**src/rtl/addsub_seq_pkg.sv**
```systemverilog
// addsub_seq_pkg: shared state encoding, nibble width and requester id type
// for the nibble-serial add/sub arbiter.
package addsub_seq_pkg;

  localparam int NIBBLE_W = 4;

  typedef enum logic [1:0] {
    IDLE = 2'd0,
    CALC = 2'd1,
    DONE = 2'd2
  } state_e;

  typedef logic req_id_t;

endpackage

```
**src/rtl/addsub_nibble.sv**
```systemverilog
// addsub_nibble: purely combinational 4-bit adder slice. Besides the sum and
// carry out it exposes the carry into the MSB so the caller can derive signed
// overflow on the most significant nibble.
module addsub_nibble
  import addsub_seq_pkg::*;
(
  input  logic [NIBBLE_W-1:0] a,
  input  logic [NIBBLE_W-1:0] b,
  input  logic                cin,
  output logic [NIBBLE_W-1:0] sum,
  output logic                cout,
  output logic                c_msb
);

  logic [NIBBLE_W-1:0] w_low;
  logic [1:0]          w_high;

  // Low three bits first so the carry into the MSB is visible on its own
  assign w_low  = {1'b0, a[NIBBLE_W-2:0]} + {1'b0, b[NIBBLE_W-2:0]}
                + {{(NIBBLE_W-1){1'b0}}, cin};
  assign w_high = {1'b0, a[NIBBLE_W-1]} + {1'b0, b[NIBBLE_W-1]}
                + {1'b0, w_low[NIBBLE_W-1]};

  assign sum   = {w_high[0], w_low[NIBBLE_W-2:0]};
  assign cout  = w_high[1];
  assign c_msb = w_low[NIBBLE_W-1];

endmodule

```
**src/rtl/addsub_seq_arbiter.sv**
```systemverilog
// addsub_seq_arbiter: two requesters share one nibble-serial adder/subtractor.
// A round-robin arbiter accepts one operation in IDLE, the operands are then
// walked through a single 4-bit adder LSB first (one nibble per cycle), and the
// result is held in DONE until the consumer takes it.
// Optional feature: define ADDSUB_SEQ_OVF_EN to build the signed-overflow flag;
// otherwise res_ovf_o is constant 0.
module addsub_seq_arbiter
  import addsub_seq_pkg::*;
#(
  parameter int WIDTH = 16
) (
  input  logic             clk_i,
  input  logic             rst_i,

  input  logic             req0_valid_i,
  output logic             req0_ready_o,
  input  logic [WIDTH-1:0] req0_a_i,
  input  logic [WIDTH-1:0] req0_b_i,
  input  logic             req0_sub_i,

  input  logic             req1_valid_i,
  output logic             req1_ready_o,
  input  logic [WIDTH-1:0] req1_a_i,
  input  logic [WIDTH-1:0] req1_b_i,
  input  logic             req1_sub_i,

  output logic             res_valid_o,
  input  logic             res_ready_i,
  output logic [WIDTH-1:0] res_data_o,
  output logic             res_carry_o,
  output logic             res_id_o,
  output logic             res_ovf_o
);

  localparam int NIB_CNT = WIDTH / NIBBLE_W;
  localparam int IDX_W   = (NIB_CNT > 1) ? $clog2(NIB_CNT) : 1;
  localparam logic [IDX_W-1:0] LAST_IDX = IDX_W'(NIB_CNT - 1);

  state_e              r_state;
  state_e              w_state_next;
  req_id_t             r_last_grant;
  req_id_t             r_id;
  req_id_t             w_grant;
  logic                w_accept;
  logic                w_last_nib;

  logic [WIDTH-1:0]    r_a;
  logic [WIDTH-1:0]    r_b;
  logic [WIDTH-1:0]    r_data;
  logic                r_sub;
  logic                r_carry;
  logic                r_res_carry;
  logic [IDX_W-1:0]    r_idx;

  logic [WIDTH-1:0]    w_sel_a;
  logic [WIDTH-1:0]    w_sel_b;
  logic                w_sel_sub;

  logic [NIBBLE_W-1:0] w_sum;
  logic                w_cout;
  logic                w_c_msb;

  assign w_last_nib = (r_idx == LAST_IDX);

  // Round-robin pick: a lone requester wins, a tie goes to whoever did not win last
  always_comb begin
    w_grant = 1'b0;
    if (req0_valid_i && req1_valid_i) begin
      w_grant = ~r_last_grant;
    end else if (req1_valid_i) begin
      w_grant = 1'b1;
    end
  end

  assign w_sel_a   = w_grant ? req1_a_i   : req0_a_i;
  assign w_sel_b   = w_grant ? req1_b_i   : req0_b_i;
  assign w_sel_sub = w_grant ? req1_sub_i : req0_sub_i;

  // State register
  always_ff @(posedge clk_i) begin
    if (rst_i) begin
      r_state <= IDLE;
    end else begin
      r_state <= w_state_next;
    end
  end

  // Next state plus the request handshake; ready only exists while idle
  always_comb begin
    w_state_next = r_state;
    w_accept     = 1'b0;
    req0_ready_o = 1'b0;
    req1_ready_o = 1'b0;
    case (r_state)
      IDLE: begin
        if (req0_valid_i || req1_valid_i) begin
          w_accept     = 1'b1;
          w_state_next = CALC;
          req0_ready_o = (w_grant == 1'b0);
          req1_ready_o = (w_grant == 1'b1);
        end
      end
      CALC: begin
        if (w_last_nib) begin
          w_state_next = DONE;
        end
      end
      DONE: begin
        if (res_ready_i) begin
          w_state_next = IDLE;
        end
      end
      default: w_state_next = IDLE;
    endcase
  end

  // The one shared nibble adder; operands shift down so it always sees nibble 0
  addsub_nibble u_nibble (
    .a    (r_a[NIBBLE_W-1:0]),
    .b    (r_b[NIBBLE_W-1:0]),
    .cin  (r_carry),
    .sum  (w_sum),
    .cout (w_cout),
    .c_msb(w_c_msb)
  );

  // Operand capture on accept (subtract = add inverted b with carry-in 1), then nibble stepping
  always_ff @(posedge clk_i) begin
    if (rst_i) begin
      r_a          <= '0;
      r_b          <= '0;
      r_sub        <= 1'b0;
      r_id         <= 1'b0;
      r_idx        <= '0;
      r_carry      <= 1'b0;
      r_last_grant <= 1'b1;
      r_data       <= '0;
      r_res_carry  <= 1'b0;
    end else if (w_accept) begin
      r_a          <= w_sel_a;
      r_b          <= w_sel_sub ? ~w_sel_b : w_sel_b;
      r_sub        <= w_sel_sub;
      r_id         <= w_grant;
      r_last_grant <= w_grant;
      r_idx        <= '0;
      r_carry      <= w_sel_sub;
    end else if (r_state == CALC) begin
      r_a     <= r_a >> NIBBLE_W;
      r_b     <= r_b >> NIBBLE_W;
      r_carry <= w_cout;
      r_idx   <= r_idx + 1'b1;
      r_data[r_idx*NIBBLE_W +: NIBBLE_W] <= w_sum;
      if (w_last_nib) begin
        r_res_carry <= r_sub ? ~w_cout : w_cout;
      end
    end
  end

  assign res_valid_o = (r_state == DONE);
  assign res_data_o  = r_data;
  assign res_carry_o = r_res_carry;
  assign res_id_o    = r_id;

`ifdef ADDSUB_SEQ_OVF_EN
  logic r_ovf;

  // Signed overflow is the disagreement of the carries around the MSB of the top nibble
  always_ff @(posedge clk_i) begin
    if (rst_i) begin
      r_ovf <= 1'b0;
    end else if ((r_state == CALC) && w_last_nib) begin
      r_ovf <= w_c_msb ^ w_cout;
    end
  end

  assign res_ovf_o = r_ovf;
`else
  logic w_unused_c_msb;

  assign w_unused_c_msb = w_c_msb;
  assign res_ovf_o      = 1'b0;
`endif

endmodule

```
**config.mk**
```make
export PLATFORM = sky130hd
export DESIGN_NAME = addsub_seq_arbiter
export DESIGN_NICKNAME = d
export VERILOG_FILES = /design/src/rtl/addsub_seq_pkg.sv /design/src/rtl/addsub_nibble.sv /design/src/rtl/addsub_seq_arbiter.sv
export SDC_FILE = /design/constraint.sdc
export NUM_CORES = 1
export LEC_CHECK = 0
export CAP_MARGIN = 20
export CELL_PAD_IN_SITES_DETAIL_PLACEMENT = 2
export CELL_PAD_IN_SITES_GLOBAL_PLACEMENT = 2
export CORE_ASPECT_RATIO = 1.2
export CORE_MARGIN = 8
export CORE_UTILIZATION = 28
export DETAILED_ROUTE_END_ITERATION = 8
export GPL_TIMING_DRIVEN = 0
export MAX_ROUTING_LAYER = met4
export PLACE_DENSITY = 0.84
export SETUP_SLACK_MARGIN = 0.5
export SYNTH_ARGS = -nofsm -noshare
export SYNTH_HDL_FRONTEND = slang
export SYNTH_SLANG_ARGS = --single-unit
```
**constraint.sdc**
```tcl
create_clock -name clk_i -period 2.21 [get_ports clk_i]
set_input_delay 0.442 -clock clk_i [delete_from_list [all_inputs] [get_ports clk_i]]
set_output_delay 0.442 -clock clk_i [all_outputs]
set_load 0.02 [all_outputs]
```
# Word level (Yosys, flattened, before mapping)
# Index checks and enable logic that the tools add are counted.
# Widths: inputs -> output; s select.
classes:
  add_sub_neg: 6
  eq_ne: 6
  shifts: 2
  mux: 24
  n_bitwise: 5
  reduce_logical: 8
op_table:
  columns: ["operator", "count"]
  rows:
  - ["$mux 16", 7]
  - ["$neg 4->34", 1]
  - ["$shift 4x34->16 const A", 1]
  - ["$shiftx 4x34->16", 1]
  - ["$bwmux 16", 1]
  - ["$not 16->16", 1]
  - ["$mux 1", 12]
  - ["$mux 2", 3]
  - ["$pmux 2 s3", 1]
  - ["$reduce_and 3->1", 2]
  - ["$add 3x3->4", 1]
  - ["$add 4x1->4", 1]
  - ["$eq 2x2->1 const B", 2]
  - ["$ne 2x2->1 const B", 2]
  - ["$not 1->1", 4]
  - ["$add 1x1->2", 1]
  - ["$add 2x1->2", 1]
  - ["$add 2x1->2 const B", 1]
  - ["$eq 2x1->1 const B", 1]
  - ["$logic_not 2->1", 1]
  - ["$ne 2x1->1 const B", 1]
  - ["$reduce_and 2->1", 1]
  - ["$reduce_bool 2->1", 1]
  - ["$reduce_or 2->1", 1]
  - ["2 further kinds", 2]
word_totals:
  reg_bits: 57
  in_bits: 71
  output_inout_bits: 22
  elab_cells: 61

# Depth between registers and ports, before layout
# Gate-level depths: netlist (run 1).
depth:
  word_depth: 6
  depth_mapped: 8
  mapped_depth_nobuf: 6

# Hierarchy
# From an unflattened synthesis (run 1), not the netlist that was laid out.
hier_totals:
  cells_unflattened: 360
  area_unflattened_um2: 3259.4
modules_own_cells:
  columns: ["module", "instances", "cells_each", "area_per_inst_um2", "seq_area_each_um2"]
  rows:
  - ["addsub_seq_arbiter", 1, 339, 3103.0, 1141.1]
  - ["addsub_nibble", 1, 21, 156.4, 0.0]

# Worst setup path before layout (run 1)
# Ideal clock, no wire load.
synth_path:
  path_type: "register -> register"
  from: "register r_a[0]"
  to: "register r_res_carry, in the netlist res_carry_o"
  setup_ps: 91
  t_arrival_ps: 1826
  required_time_ps: 2119
  setup_slack_ps: 293
  stages_incl_launch_ff: 7
  n_path_buf: 0
  synth_period_minus_slack_ps: 1917
  path_cell_list: "dfxtp_1 > fa_1 > a21o_1 > a21o_1 > fa_1 > xnor2_1 > a311oi_1"
synth_between:
  elab_chain_cells: 5
synth_lines:
  columns: ["item", "line", "text"]
  rows:
  - ["start, declared", "addsub_seq_arbiter.sv:47", "logic [WIDTH-1:0] r_a;"]
  - ["start signal, assigned", "addsub_seq_arbiter.sv:140", "r_a <= w_sel_a;"]
  - ["start signal, assigned", "addsub_seq_arbiter.sv:148", "r_a <= r_a >> NIBBLE_W;"]
  - ["$add 3x3->4 *", "addsub_nibble.sv:19", "assign w_low = {1'b0, a[NIBBLE_W-2:0]} + {1'b0, b[NIBBLE_W-2:0]}"]
  - ["$add 4x1->4 *", "addsub_nibble.sv:20", "+ {{(NIBBLE_W-1){1'b0}}, cin};"]
  - ["$add 2x1->2 *", "addsub_nibble.sv:22", "+ {1'b0, w_low[NIBBLE_W-1]};"]
  - ["$not 1->1", "addsub_seq_arbiter.sv:154", "r_res_carry <= r_sub ? ~w_cout : w_cout;"]
  - ["$mux 1 *", "addsub_seq_arbiter.sv:154", null]
  - ["end signal, assigned", "addsub_seq_arbiter.sv:154", null]
  - ["end, declared", "addsub_seq_arbiter.sv:52", "logic r_res_carry;"]
# Every way passes the cells marked *; elsewhere a longest branch is shown, timed or not.
# A chain may end at the register's enable or synchronous reset.

# Worst setup path in the final report (run 1)
layout_path:
  from: "register r_carry"
  to: "register r_data[15], in the netlist res_data_o[15]"
layout_between:
  elab_chain_cells: 4
layout_lines:
  columns: ["item", "line", "text"]
  rows:
  - ["start, declared", "addsub_seq_arbiter.sv:51", "logic r_carry;"]
  - ["start signal, assigned", "addsub_seq_arbiter.sv:146", "r_carry <= w_sel_sub;"]
  - ["start signal, assigned", "addsub_seq_arbiter.sv:150", "r_carry <= w_cout;"]
  - ["$add 4x1->4 *", "addsub_nibble.sv:20", null]
  - ["$add 2x1->2", "addsub_nibble.sv:22", null]
  - ["$shiftx 4x34->16 *", "addsub_seq_arbiter.sv:152", "r_data[r_idx*NIBBLE_W +: NIBBLE_W] <= w_sum;"]
  - ["$bwmux 16 *", "addsub_seq_arbiter.sv:152", null]
  - ["end signal, assigned by index", "addsub_seq_arbiter.sv:152", null]
  - ["end, declared", "addsub_seq_arbiter.sv:49", "logic [WIDTH-1:0] r_data;"]
# Marked as above.

==> results of run 1 <==
-- placed cells by master (no fill, tap or decap), drive strengths merged, types with 2 or more instances in the layout --
| cell type | netlist | final |
|---|---|---|
| xor2 | 16 | 16 |
| a221oi | 4 | 4 |
| clkdlybuf4s50 | 0 | 66 |
| a22oi | 18 | 18 |
| a21oi | 7 | 7 |
| nor2b | 7 | 7 |
| a22o | 4 | 4 |
| inv | 7 | 7 |
| nor2 | 67 | 67 |
| nand2 | 36 | 36 |
| or2 | 2 | 2 |
| o21ai | 17 | 17 |
| a311oi | 5 | 5 |
| ha | 8 | 8 |
| nor4 | 2 | 2 |
| clkinv | 0 | 2 |
| o41ai | 4 | 4 |
| clkbuf | 4 | 20 |
| mux2i | 8 | 8 |
| a21o | 2 | 2 |
| nand3b | 4 | 4 |
| dlygate4sd2 | 0 | 18 |
| nor3 | 3 | 3 |
| fa | 3 | 3 |
| dfxtp | 57 | 57 |
| a2111oi | 20 | 20 |
| buf | 25 | 49 |
| xnor2 | 19 | 19 |
| nand2b | 5 | 5 |
-- cell families after synthesis --
family | after synthesis | share of synthesized area [%]
AND/OR/NAND/NOR | 131 | 18.3
AO/OA/AOI/OAI | 85 | 22.2
flip-flops | 57 | 35.3
buffers and inverters | 36 | 6.71
XOR/XNOR | 35 | 9.50
adder cells (fa/ha/maj) | 11 | 4.96
multiplexers | 9 | 2.83
other | 1 | 0.116
-- synthesized netlist by cell type (all sizes together), types with 2 or more instances --
master / n
a21o: 2
xnor2: 19
inv: 7
nor4: 2
a22o: 4
ha: 8
nand3b: 4
xor2: 16
a21oi: 7
a2111oi: 20
a221oi: 4
dfxtp: 57
a311oi: 5
buf: 25
a22oi: 18
clkbuf: 4
nor3: 3
mux2i: 8
nor2b: 7
nand2b: 5
fa: 3
nand2: 36
o21ai: 17
or2: 2
o41ai: 4
nor2: 67
-- final cells by class --
| cell class | count | area [sq um] | share of cell area, % |
|---|---|---|---|
| inverter | 7 | 26.3 | 0.528 |
| sequential | 57 | 1160 | 23.3 |
| clock buffer | 12 | 256 | 5.16 |
| multi-input combinational | 272 | 2010 | 40.4 |
| buffer | 29 | 248 | 4.98 |
| timing repair buffer | 112 | 1040 | 20.9 |
| clock inverter | 3 | 40.0 | 0.805 |
| tap | 157 | 196 | 3.95 |
-- state kept, by name, summed over array words and instances (netlist names) --
signal        count
res_carry_o       1
r_carry           1
r_b              16
res_data_o       16
r_sub             1
r_last_grant      1
r_state           2
r_idx             2
r_a              16
res_id_o          1
-- per-stage QoR --
stage	setup TNS, ps	utilization, %	std cells	hold WS (ps)
3_3_place_gp	-1780	37.9	610	457
4_1_cts	0	41.2	630	480
6_report	0	43.6	649	476
5_1_grt	0	43.6	649	509
3_5_place_dp	-2160	37.9	610	464
2_1_floorplan	0	-	365	443
-- worst min path at each step --
| stage | end | cells after the start | slack [ps] | from |
|---|---|---|---|---|
| final | r_b[13] | 1 | 480 | r_b[13] |
| after global routing | r_b[15] | 1 | 510 | r_b[15] |
| after CTS | r_b[15] | 1 | 480 | r_b[15] |
| after detailed placement | r_b[15] | 1 | 460 | r_b[15] |
| after global placement | r_sub | 2 | 460 | r_sub |
| after floorplan | r_b[15] | 1 | 440 | r_b[15] |
-- what timing repair did --
item | CTS | global route
buffers inserted | 5 | 18
endpoints found under the setup margin | 74 | 45
cloned | 0 | 1
gates resized for setup | 57 | 47
pin swaps | 4 | 18
-- power breakdown --
part	internal, W	total (W)	leakage, nW	switching, W
Combinational	0.000398	0.000810	1.40	0.000411
Clock	0.000923	0.00140	0.148	0.000473
Sequential	0.00110	0.00116	0.472	0.0000546
Total	0.00242	0.00336	2.02	0.000940
-- metal layers --
| metal | vias to the layer above | wire [um] | part of all wire, % | track usage [%] |
|---|---|---|---|---|
| met2 | 74 | 6900 | 54 | 29.2 |
| li1 | 1529 | - | - | - |
| met1 | 1574 | 5240 | 41 | 16.8 |
| met3 | 23 | 305 | 2.4 | 3.08 |
| met4 | 0 | 308 | 2.4 | 4.60 |
| met5 | - | 0 | 0 | - |
==> results.toml, run 1 <==
[critical_path]
crit_path_end = "res_data_o[15]"
worstReg2RegStart = "r_carry"
cp_num_buf_inv = 0
critPathKind = "flop to flop"
reg2regPathDepth = 6
cp_max_fo = 4
path_delay_family = "adder cells"
cp.arrival_ps = 2300
slowest_stage = "fa_2"
reg2reg_slack_ps = 170
crit_chain = "fa_2, a21o_1, a21o_1, fa_2, a22oi_1, nor2_1"
start_kind = "flop"
crit_path_end_kind = "flop"
cp.required_ps = 2470
crit_start = "r_carry"
critical-path-max-stage-delay_ps = 640
timing.rr.end = "res_data_o[15]"
crit_cells = 6

[cts]
cts_tree = "done"
htree_levels = 3
postCtsHoldBufs = 0
cts_max_path_buffers = 2
cts.sinks = 57
path_clk_slew_ps = 50
clk_latency_ps = 330
cts_buffers = 9
root_buffer = "clkbuf_16"

[route]
drt_iter0_drc = 93
drt-total-wl_um = 12800
vias = 3200
via_per_inst = 4.93
wl_per_cell_um = 19.6
drc = 0
ant_nets = 0
first_pass_iters = 4

[timing]
slew_headroom_pct = 53.3
drv_slew = 0
tightest_slew_ps = 700
max_freq_mhz = 490
finalHoldViolCount = 0
layout_min_cycle_time_ps = 2040
finalClockSkew_ps = 5.79
fin_crit_sh_pct = 92.3
fin_ws_ps = 170
rsz0062_at_grt = "true"
setup_viol = 0

[grt]
grt_pass1_wl_um = 18600
grt_pass1_vias = 3589
grt_max_degree = 11
grt_overflow = 0
track_usage_pct = 15.9
antenna_found_initial = 0

[synth]
ys_types = 46
syn-cell-area_sq_um = 3230
synth-edff-count = 0
yosys.area.top_type = "dfxtp_1"
syn_area_per_cell_sq_um = 8.84
synth_seq_cells = 57
synthesis.nets = 447
synth-seq-area-share_pct = 35.3
ys_async_sr_fraction_pct = 0
synth_area_leaders = "dfxtp_1, nor2_1, xnor2_1, a2111oi_2, xor2_1"
synth_ff_type = "dfxtp_1"
synthCells = 365
yosys_warnings = 0
yosys.area.top_type_share_pct = 35.3

[floorplan]
num_rows = 43
ios = 93
die_w_um = 114
die_y_um = 134
fp.dieArea_sq_um = 15200
initial_core_util_pct = 28.3
core_area_sq_um = 11400

[power]
p_leak_nw = 2.02
total_power_w = 0.00336
powerDensity_nw_per_um2 = 676
ir_drop_v = 0.000288

[final_layout]
fin_nets = 570
drive_gt1_share_pct = 23.4
syn_to_final_growth_pct = 54.1
design_area_sq_um = 4970
fill_cells = 1263
antenna_cells = 0

[status]
outcome = "finished clean"

[place]
dpl_cell_area_sq_um = 4320
hpwlAfterDp_um = 8630
place_ws_ps = -652
port_buffers = 88
gp_congestion = 0.740

[worst_hold_path]
min_path_type = "flop to flop"

[flow_run]
maxCapViolations = 0
No activity file was read; power rests on OpenSTA's default activity.
==> run 2, diff against run 1 <==
GPL_ROUTABILITY_DRIVEN = 0   (was not set)
==> results of run 2 <==
The final DEF is identical to that of run 1; final timing and power are the same.
==> run 3, diff against run 2 <==
RECOVER_POWER = 50   (was not set)
==> run 3 against run 2 <==
Effect of this change: cell count did not move; fmax fell by 0.11%; highest routed layer unchanged; sequential cell count did not move; total power fell by 0.30%; sequential share of layout area rose by 0.18 points; first-iteration DRC count rose by 14%; via count did not move; sequential power barely moved; combinational power fell by 1%; wire length barely moved; count of clock-buffer cells in the layout did not move; global-route usage did not move.
==> results.toml, run 3 (synthesis gave the netlist of run 1 again) <==
[timing]
finalClockSkew_ps = 5.65
drv_slew = 0
fin_ws_ps = 168
max_freq_mhz = 490
rsz0062_at_grt = "true"
slew_headroom_pct = 47.0
tightest_slew_ps = 795
finalHoldViolCount = 0
fin_crit_sh_pct = 92.4
layout_min_cycle_time_ps = 2040
setup_viol = 0

[final_layout]
mostFrequentLayoutCells = "clkdlybuf4s50_1, nor2_1, dfxtp_1"
fin_nets = 570
fill_cells = 1271
final_core_util_pct = 43.3
design_area_sq_um = 4940
multi_input_area_sq_um = 1990
seq_area_sq_um = 1160
drive_gt1_share_pct = 21.7
syn_to_final_growth_pct = 52.9
final_common_cell = "clkdlybuf4s50_1"
antenna_cells = 0

[critical_path]
cp.arrival_ps = 2300
cp.required_ps = 2470
start_kind = "flop"
cp_max_fo = 4
critPathKind = "flop to flop"
crit_path_end_kind = "flop"

[floorplan]
initial_core_util_pct = 28.3
fp.dieArea_sq_um = 15200
die_y_um = 134
num_rows = 43
die_w_um = 114
core_area_sq_um = 11400
ios = 93

[grt]
grtUsageMet1_pct = 16.8
grt_max_degree = 11
grt_overflow = 0
use_met2_pct = 29.2
grt_pass1_wl_um = 18600
met3_usage_pct = 3.08
grt_pass1_vias = 3589
grt-busiest-layer = "met2"
antenna_found_initial = 0
track_usage_pct = 15.9

[route]
via_per_inst = 4.93
drt-total-wl_um = 12700
vias = 3200
drt_iter0_drc = 106
drc = 0
first_pass_iters = 4
ant_nets = 0
wl_per_cell_um = 19.6

[cts]
cts_buffers = 9
root_buffer = "clkbuf_16"
cts.sinks = 57
htree_levels = 3
path_clk_slew_ps = 50
cts_tree = "done"
cts_max_path_buffers = 2
clk_latency_ps = 330
postCtsHoldBufs = 0

[power]
powerDensity_nw_per_um2 = 679
p_leak_nw = 2.00
ir_drop_v = 0.000283

[place]
hpwlAfterDp_um = 8630
dpl_cell_area_sq_um = 4320
place_ws_ps = -652
port_buffers = 88

[worst_hold_path]
min_path_type = "flop to flop"

[status]
outcome = "finished clean"

[flow_run]
maxCapViolations = 0
==> run 3: changes by cell type in the layout (fill, tap and decap cells not counted), sizes merged <==
cell	previous run	this run
clkbuf	20	25
buf	49	44
clkdlybuf4s50	66	65
dlygate4sd3	0	1
==> run 3: area by class of cell <==
type                    instances  share of cell area, %
multi-input cells             272                   40.4
inverters                       7                  0.532
clock inverters                 3                  0.811
clock buffers                  12                   5.20
repair buffers                112                   21.1
plain buffers                  29                   4.59
well taps                     157                   3.98
flip-flops and latches         57                   23.4
==> run 3: path summary, 6_finish.rpt <==
check / start / to / slack (ps) / depth (start not counted)
worst max-delay path: r_carry / res_data_o[15] / 170 / 6
worst min-delay path: r_b[13] / r_b[13] / 480 / 1
worst max register to register: r_carry / res_data_o[15] / 170 / 6
worst min register to register: r_b[13] / r_b[13] / 480 / 1
==> run 3: per-stage QoR <==
| stage | TNS (ps) | power [W] | hold slack [ps] | cells |
|---|---|---|---|---|
| after CTS | 0 | 0.00328 | 480 | 630 |
| after floorplan | 0 | 0.00157 | 443 | 365 |
| final | 0 | 0.00335 | 476 | 649 |
| after detailed placement | -2160 | 0.00186 | 464 | 610 |
| after global placement | -1780 | 0.00183 | 457 | 610 |
| after global routing | 0 | 0.00350 | 509 | 649 |
==> run 3: what timing repair did <==
item                                    CTS  global route
buffers inserted                          5            18
endpoints found under the setup margin   74            45
pin swaps                                 4            18
gates resized for setup                  57            47
cloned                                    0             1
==> run 3: per-layer routing <==
metal,vias up,part of all wire [%]
met4,0,2.4
met2,74,54
met5,-,0
met1,1575,41
met3,23,2.4
li1,1528,-
==> run 3: power breakdown <==
group | switching [W] | leakage [nW] | internal, W | total [W]
registers | 0.0000541 | 0.472 | 0.00110 | 0.00116
clock network | 0.000475 | 0.148 | 0.000923 | 0.00140
logic | 0.000408 | 1.38 | 0.000390 | 0.000799
==> run 3: critical path, cell delays in order (launching register included) <==
cell     delay, ps
dfxtp_2        330
fa_2           400
a21o_1         200
a21o_1         180
fa_2           640
a22oi_1        100
nor2_1         120
